$ cat config.mk
export PLATFORM = sky130hd
export DESIGN_NAME = interrupt_sequencer_flat
export DESIGN_NICKNAME = d
export VERILOG_FILES = /design/src/rtl/interrupt_sequencer_if.sv /design/src/rtl/interrupt_sequencer.sv /design/src/flat_wrapper.sv
export SDC_FILE = /design/constraint.sdc
export NUM_CORES = 1
export LEC_CHECK = 0
export ABC_AREA = 1
export BUFFER_PORTS_ARGS = -buffer_cell sky130_fd_sc_hd__buf_2
export CAP_MARGIN = 10
export CORE_MARGIN = 5
export CORE_UTILIZATION = 45
export CTS_BUF_LIST = sky130_fd_sc_hd__clkbuf_16
export DETAILED_ROUTE_END_ITERATION = 6
export PLACE_DENSITY = 0.75
export SLEW_MARGIN = 25
export SYNTH_ARGS = -nofsm -noshare
export SYNTH_HDL_FRONTEND = slang
export SYNTH_SLANG_ARGS = --single-unit
$ cat constraint.sdc
create_clock -name clk -period 1.5 [get_ports clk]
set_clock_uncertainty 0.1 [all_clocks]
set_input_delay 0.15 -clock clk [delete_from_list [all_inputs] [get_ports clk]]
set_output_delay 0.15 -clock clk [all_outputs]
set_load 0.02 [all_outputs]
$ cat src/rtl/interrupt_sequencer_if.sv
// Interrupt sequencer bus bundle.
// Request lines, config port and PC override.
interface interrupt_sequencer_if;
   logic [7:0]  irq_in;
   logic [15:0] pc_in;
   logic        end_routine;
   logic        cfg_we;
   logic [1:0]  cfg_addr;
   logic [15:0] cfg_wdata;
   logic [15:0] cfg_rdata;
   logic        pc_override;
   logic [15:0] pc_addr;
   logic        in_service;
   logic [2:0]  irq_id;

   modport master (
      output irq_in, pc_in, end_routine,
      output cfg_we, cfg_addr, cfg_wdata,
      input  cfg_rdata, pc_override, pc_addr,
      input  in_service, irq_id
   );

   modport slave (
      input  irq_in, pc_in, end_routine,
      input  cfg_we, cfg_addr, cfg_wdata,
      output cfg_rdata, pc_override, pc_addr,
      output in_service, irq_id
   );
endinterface

$ cat src/rtl/interrupt_sequencer.sv
// Edge-triggered interrupt sequencer.
// Vectors to VEC_BASE+4*id, returns via RET.
module interrupt_sequencer #(
   parameter int          N_IRQ    = 8,
   parameter logic [15:0] VEC_BASE = 16'h0300
) (
   input logic                 clk,
   input logic                 rst,
   interrupt_sequencer_if.slave bus
);

   typedef enum logic [1:0] {
      S_IDLE,
      S_ENTER,
      S_SERVICE,
      S_RETURN
   } state_t;

   state_t state_q, state_d;

   logic [N_IRQ-1:0] ier_q;
   logic [N_IRQ-1:0] ifr_q;
   logic [N_IRQ-1:0] prev_q;
   logic [N_IRQ-1:0] arm_q;
   logic             gie_q;
   logic [15:0]      ret_q;
   logic [2:0]       id_q, id_d;

   logic [N_IRQ-1:0] edge_det;
   logic [N_IRQ-1:0] pending;
   logic [N_IRQ-1:0] w1c;
   logic [N_IRQ-1:0] enter_clr;
   logic [2:0]       prio;
   logic             ret_ld;
   logic             pc_ovr;
   logic [15:0]      pc_tgt;
   logic             in_svc;
   logic             unused_ok;

   // A line counts only once seen low since reset.
   assign edge_det = bus.irq_in & ~prev_q & arm_q;
   assign pending  = ifr_q & ier_q;

   assign w1c = (bus.cfg_we && bus.cfg_addr == 2'd1)
              ? bus.cfg_wdata[N_IRQ-1:0] : '0;

   assign unused_ok = ^bus.cfg_wdata[15:N_IRQ];

   // Lowest pending index wins.
   always_comb begin
      prio = 3'd0;
      for (int i = N_IRQ - 1; i >= 0; i--) begin
         if (pending[i]) prio = i[2:0];
      end
   end

   // Next state and per-state outputs.
   always_comb begin
      state_d   = state_q;
      id_d      = id_q;
      pc_ovr    = 1'b0;
      pc_tgt    = 16'h0000;
      in_svc    = 1'b0;
      enter_clr = '0;
      ret_ld    = 1'b0;
      unique case (state_q)
         S_IDLE: begin
            if (gie_q && |pending) begin
               id_d    = prio;
               state_d = S_ENTER;
            end
         end
         S_ENTER: begin
            pc_ovr        = 1'b1;
            pc_tgt        = VEC_BASE + {11'd0, id_q, 2'b00};
            ret_ld        = 1'b1;
            enter_clr[id_q] = 1'b1;
            state_d       = S_SERVICE;
         end
         S_SERVICE: begin
            in_svc = 1'b1;
            if (bus.end_routine) state_d = S_RETURN;
         end
         S_RETURN: begin
            pc_ovr  = 1'b1;
            pc_tgt  = ret_q;
            state_d = S_IDLE;
         end
         default: state_d = S_IDLE;
      endcase
   end

   // FSM state and serviced id.
   always_ff @(posedge clk or negedge rst) begin
      if (!rst) begin
         state_q <= S_IDLE;
         id_q    <= 3'd0;
      end else begin
         state_q <= state_d;
         id_q    <= id_d;
      end
   end

   // Edge detect; flag set beats any clear.
   always_ff @(posedge clk or negedge rst) begin
      if (!rst) begin
         prev_q <= '0;
         arm_q  <= '0;
         ifr_q  <= '0;
      end else begin
         prev_q <= bus.irq_in;
         arm_q  <= arm_q | ~bus.irq_in;
         ifr_q  <= (ifr_q & ~(w1c | enter_clr)) | edge_det;
      end
   end

   // Config registers and return address.
   always_ff @(posedge clk or negedge rst) begin
      if (!rst) begin
         ier_q <= '0;
         gie_q <= 1'b0;
         ret_q <= 16'h0000;
      end else begin
         if (bus.cfg_we && bus.cfg_addr == 2'd0)
            ier_q <= bus.cfg_wdata[N_IRQ-1:0];
         if (bus.cfg_we && bus.cfg_addr == 2'd2)
            gie_q <= bus.cfg_wdata[0];
         if (ret_ld)
            ret_q <= bus.pc_in;
      end
   end

   // Combinational register readback.
   always_comb begin
      bus.cfg_rdata = 16'h0000;
      unique case (bus.cfg_addr)
         2'd0: bus.cfg_rdata = {8'h00, ier_q};
         2'd1: bus.cfg_rdata = {8'h00, ifr_q};
         2'd2: bus.cfg_rdata = {14'd0, in_svc, gie_q};
         2'd3: bus.cfg_rdata = ret_q;
         default: bus.cfg_rdata = 16'h0000;
      endcase
   end

   assign bus.pc_override = pc_ovr;
   assign bus.pc_addr     = pc_tgt;
   assign bus.in_service  = in_svc;
   assign bus.irq_id      = id_q;

endmodule

$ cat src/flat_wrapper.sv
// flat-port wrapper written by rule: the top's interface ports become plain ports
module interrupt_sequencer_flat 
#(
   parameter int          N_IRQ    = 8,
   parameter logic [15:0] VEC_BASE = 16'h0300
)
  (clk, rst, bus_irq_in, bus_pc_in, bus_end_routine, bus_cfg_we, bus_cfg_addr, bus_cfg_wdata, bus_cfg_rdata, bus_pc_override, bus_pc_addr, bus_in_service, bus_irq_id);
  interrupt_sequencer_if bus_i ();
  input logic clk;
  input logic rst;
  input wire logic [$bits(bus_i.irq_in)-1:0] bus_irq_in;
  input wire logic [$bits(bus_i.pc_in)-1:0] bus_pc_in;
  input wire logic [$bits(bus_i.end_routine)-1:0] bus_end_routine;
  input wire logic [$bits(bus_i.cfg_we)-1:0] bus_cfg_we;
  input wire logic [$bits(bus_i.cfg_addr)-1:0] bus_cfg_addr;
  input wire logic [$bits(bus_i.cfg_wdata)-1:0] bus_cfg_wdata;
  output wire logic [$bits(bus_i.cfg_rdata)-1:0] bus_cfg_rdata;
  output wire logic [$bits(bus_i.pc_override)-1:0] bus_pc_override;
  output wire logic [$bits(bus_i.pc_addr)-1:0] bus_pc_addr;
  output wire logic [$bits(bus_i.in_service)-1:0] bus_in_service;
  output wire logic [$bits(bus_i.irq_id)-1:0] bus_irq_id;
  assign bus_i.irq_in = bus_irq_in;
  assign bus_i.pc_in = bus_pc_in;
  assign bus_i.end_routine = bus_end_routine;
  assign bus_i.cfg_we = bus_cfg_we;
  assign bus_i.cfg_addr = bus_cfg_addr;
  assign bus_i.cfg_wdata = bus_cfg_wdata;
  assign bus_cfg_rdata = bus_i.cfg_rdata;
  assign bus_pc_override = bus_i.pc_override;
  assign bus_pc_addr = bus_i.pc_addr;
  assign bus_in_service = bus_i.in_service;
  assign bus_irq_id = bus_i.irq_id;
  interrupt_sequencer #(.N_IRQ(N_IRQ), .VEC_BASE(VEC_BASE)) u_core (.clk(clk), .rst(rst), .bus(bus_i));
endmodule
# Yosys cells after proc, flatten, opt, wreduce, memory -nomap -nowiden
# Cells that the tools add are included.
# Widths: inputs -> output; s select.
# totals
reg_bits	54
inputBits	46
output_inout_bits	37
word_cells	60
# classes
n_addsub	1
order_cmp	2
n_eq_ne	8
mux	20
bitwise	10
reduce_logical	11
# ops
cell	n
$pmux 16 s4	1
$and 8x8->8	4
$pmux 16 s2	1
$mux 3	8
$not 8->8	3
$or 8x8->8	3
$mux 8	2
$add 10x5->11 const A	1
$eq 2x2->1 const B	4
$pmux 2 s4	1
$reduce_or 8->1	1
$logic_and 1x1->1	5
$eq 2x1->1 const B	2
$logic_not 2->1	2
$lt 3x4->1 const B	1
$mux 1	4
$mux 2	2
$reduce_and 2->1	2
$demux 1 s3	1
$ge 3x1->1 const B	1
$ne 2x1->1 const B	1
$ne 2x2->1 const B	1
$reduce_or 2->1	1

# Depth between registers and ports, before layout
# logic_depth
ltp_word	9
mapped_depth	10
depth_no_buf	10

# Least setup slack after synthesis
# Ideal clock, no wire load.
# synth_timing
path_type	reg-to-output
startpoint	reg u_core.state_q[1]
endpoint	out bus_pc_addr[3]
t_arrival_ps	1310
required_ps	1250
slack_ps	-60
path_stages_with_launch	6
path_cell_list	dfrtp_1 inv_1 ha_1 clkbuf_1 inv_1 o22ai_1
# synth_via
elab_chain_len	2
# synth_rtl
item	line_no	text
start, declared	interrupt_sequencer.sv:19	state_t state_q, state_d;
start signal, assigned	interrupt_sequencer.sv:99	state_q <= state_d;
$eq 2x2->1 / $eq 2x1->1 (equally long branches)	interrupt_sequencer.sv:66	unique case (state_q)
$pmux 16 s2 (*)	interrupt_sequencer.sv:66	
end, declared	flat_wrapper.sv:19	output wire logic [$bits(bus_i.pc_addr)-1:0] bus_pc_addr;
# Mark *: on every way between the ends. The rest lies on a longest branch, timed or not.

# Worst setup path in the final report
# layout_timing
startpoint	reg u_core.state_q[1]
endpoint	out bus_pc_addr[7]
# The elaborated chain is that of the path after synthesis.

==> impl_metrics.env <==
export IMPL_overall_die_width_um=85.1
export IMPL_tritoncts="yes"
export IMPL_place_area_sq_mm=0.00306
export IMPL_setup_worst_path_start_class="flip-flop"
export IMPL_power_density_mw_per_mm2=1710
export IMPL_clock_latency_ps=290
export IMPL_design_core_area_sq_mm=0.00551
export IMPL_finish_instance_area_sq_mm=0.00377
export IMPL_max_clock_freq_mhz=609
export IMPL_dp_final_hpwl_mm=4.48
export IMPL_status="complete, but fails checks"
export IMPL_synth_top_family_by_area="simple AND/OR/NAND/NOR gates"
export IMPL_avgSynthCellArea_sq_um=8.22
export IMPL_worst_slew_pin_transition_ps=419
export IMPL_synth_fp_nets=360
export IMPL_via_per_inst=4.92
export IMPL_hold_path_class="in -> reg"
export IMPL_final_setup_viol_count=18
export IMPL_critPathRequiredTime_ps=1250
export IMPL_number_of_violations_reported_at_the_end_of_detailed_routing_iteration_0=151
export IMPL_final_fill_count=413
export IMPL_global_route_overflow_total=0
export IMPL_post_route_drc_count=0
export IMPL_final_setup_tns_ps=-2140
export IMPL_power_ir_vdd_worst_uv=1100
export IMPL_final_net_count=473
export IMPL_setup_worst_path_start="u_core.state_q[1]"
export IMPL_floorplan_die_area_sq_mm=0.00725
export IMPL_yosys_area_share_adder=0.0246
export IMPL_synth_xor_area_frac=0
export IMPL_maxSlewViolCount=0
export IMPL_yosys_area_share_simple=0.230
export IMPL_grt_pass1_wl_mm=10.6
export IMPL_synthesis_area_sq_mm=0.00254
export IMPL_worst_slew_margin=0.720
export IMPL_final_period_utilization=1.10
export IMPL_rsz0062_at_grt="true"
export IMPL_layout_drive_gt1_share=0.355
export IMPL_layout_cells_most_common_list="97 x nand2_1, 59 x buf_2, 53 x dfrtp_1, 30 x inv_1, 26 x dlygate4sd3_1"
export IMPL_number_of_antenna_repair_diodes=0
export IMPL_multi_input_gate_area_sq_mm=0.00113
export IMPL_period_minus_slack_ps=1640
export IMPL_post_synth_mux_area_share=0.0310
export IMPL_ff2ff_setup_slack_ps=70
export IMPL_global_route_usage_total=0.183
export IMPL_first_global_vias=2320
export IMPL_drv_cap=0
export IMPL_r2r_cells=7
export IMPL_start_util=0.461
export IMPL_finalWorstSetupSlack_ps=-143
export IMPL_number_of_cell_rows=27
export IMPL_synth_compound_area_frac=0.102
export IMPL_hold_path_depth=2
export IMPL_synth_ff_latch_count=54
export IMPL_final_seq_area_sq_mm=0.00135
export IMPL_gpl_final_weighted_congestion=0.888
export IMPL_worstSetupPathType="reg -> out"
export IMPL_num_vias=2435
export IMPL_ctsLongestPathBuffers=2
export IMPL_min_delay_worst_endpoint="u_core.ier_q[3]"
export IMPL_instance_count_of_the_mapped_netlist=309
export IMPL_cts_root_buf="clkbuf_16"
export IMPL_drt_pre_antenna_iters=4
export IMPL_warnings_synthesis=0
export IMPL_cts_reportedPaths_clkPinSlew_ps=70
export IMPL_clock_sinks=54
export IMPL_grt_start_max_net_pins=55
export IMPL_hold_start="bus_cfg_wdata[3]"
export IMPL_power_leakage_nw=1.97
export IMPL_hold_viol_final=0
export IMPL_numCtsBuffers=5
export IMPL_violations="setup timing"
export IMPL_ios=83
export IMPL_crit_arrival_ps=1390
export IMPL_synth_sequential_area_ratio=0.532
export IMPL_layout_commonest_cell="nand2_1"
export IMPL_wire_per_inst_um=13.9
export IMPL_yosysUniqueCellTypes=22
export IMPL_reg_to_reg_start="u_core.state_q[1]"
export IMPL_antenna_violating_nets_post_route=0
export IMPL_port_buffers=74
export IMPL_grt_antenna_before_repair=0
export IMPL_critical_path_reg2reg_endpoint="u_core.ifr_q[7]"
export IMPL_chip_height_um=85.1
export IMPL_critical_path_max_fanout=5
export IMPL_setup_worst_path_end_class="output pin"
export IMPL_area_growth_pct=48.6
export IMPL_detail_route_wirelength_mm=6.86
export IMPL_htreeDepth=2
==> worst max-delay path by stage <==
stage / to / slack [ps] / cells after the start
5_1_grt: bus_pc_addr[4] / -180 / 5
3_5_place_dp: u_core.ifr_q[3] / 60 / 8
6_report: bus_pc_addr[7] / -140 / 6
2_1_floorplan: bus_pc_addr[3] / -60 / 5
3_3_place_gp: bus_pc_addr[2] / 90 / 5
4_1_cts: bus_pc_addr[10] / -140 / 6
==> where the power goes <==
group / leakage [nW] / switching [mW] / internal, mW
clock network: 0.0679 / 0.518 / 0.619
registers: 0.608 / 0.352 / 1.87
logic: 1.29 / 1.79 / 1.31
==> metrics by stage <==
| stage | hold WS (ps) | power [mW] | cells | setup WS [ps] | util |
|---|---|---|---|---|---|
| 5_1_grt | 8.86 | 6.87 | 495 | -178 | 0.685 |
| 6_report | 6.89 | 6.46 | 495 | -143 | 0.685 |
| 3_5_place_dp | 64.2 | 4.52 | 457 | 63.0 | 0.556 |
| 2_1_floorplan | -246 | 3.64 | 309 | -60.4 | - |
| 4_1_cts | 1.91 | 6.05 | 493 | -138 | 0.653 |
| 3_3_place_gp | 65.2 | 4.45 | 457 | 88.3 | 0.556 |
==> synth_stat cells (all sizes together) <==
cell / instances / area [sq um]
inv: 47 / 176
mux2: 7 / 78.8
o311ai: 1 / 8.76
clkbuf: 5 / 18.8
o22ai: 2 / 12.5
dfrtp: 54 / 1350
nor3b: 1 / 18.8
o21bai: 1 / 7.51
nand2: 112 / 423
o2111ai: 2 / 17.5
buf: 2 / 10.0
ha: 5 / 62.6
o211ai: 7 / 52.6
o21ai: 30 / 150
a21oi: 2 / 10.0
nor2: 18 / 75.1
nand3: 12 / 60.1
or2: 1 / 6.26
==> final cells by class <==
type                            count  area share
Tap cell                           72      0.0239
Clock inverter                      3     0.00531
Sequential cell                    54       0.358
Clock buffer                        5      0.0332
Multi-Input combinational cell    201       0.300
Inverter                           47      0.0474
Timing Repair Buffer              113       0.232
==> state kept, by name (all words and copies together), names as in the netlist <==
name / flops
u_core.arm_q: 8
u_core.ifr_q: 8
u_core.ier_q: 8
u_core.bus.irq_id: 3
u_core.ret_q: 16
u_core.prev_q: 8
u_core.state_q: 2
u_core.gie_q: 1
==> layer usage <==
metal,part of all wire,vias to the layer above,global-route usage
met3,0.071,16,0.0466
met1,0.42,1137,0.237
met2,0.48,92,0.297
met4,0.022,0,0.0619
met5,0,-,0
li1,-,1190,-
==> timing repair <==
action | in CTS | in global routing
gates cloned | 0 | 1
gates resized for setup | 34 | 59
pin swaps | 2 | 6
buffers inserted | 2 | 1
endpoints found under the setup margin | 18 | 28
hold endpoints to repair | 87 | 0
hold buffers | 26 | 0
==> critical path, stage by stage, from the launching register on <==
cell and delay (ps):
dfrtp_1 400, buf_6 140, ha_4 180, clkbuf_16 160, nand2_2 70, inv_2 30
buf_6 120
==> cells by family (layout without fill, tap and decap cells) <==
logic type,Yosys count,in the layout
AND/OR/NAND/NOR,144,144
flip-flops,54,54
buffers and inverters,54,168
AO/OA/AOI/OAI,45,45
multiplexers,7,7
adder cells (fa/ha/maj),5,5
Power figures use the tool's default switching activity.
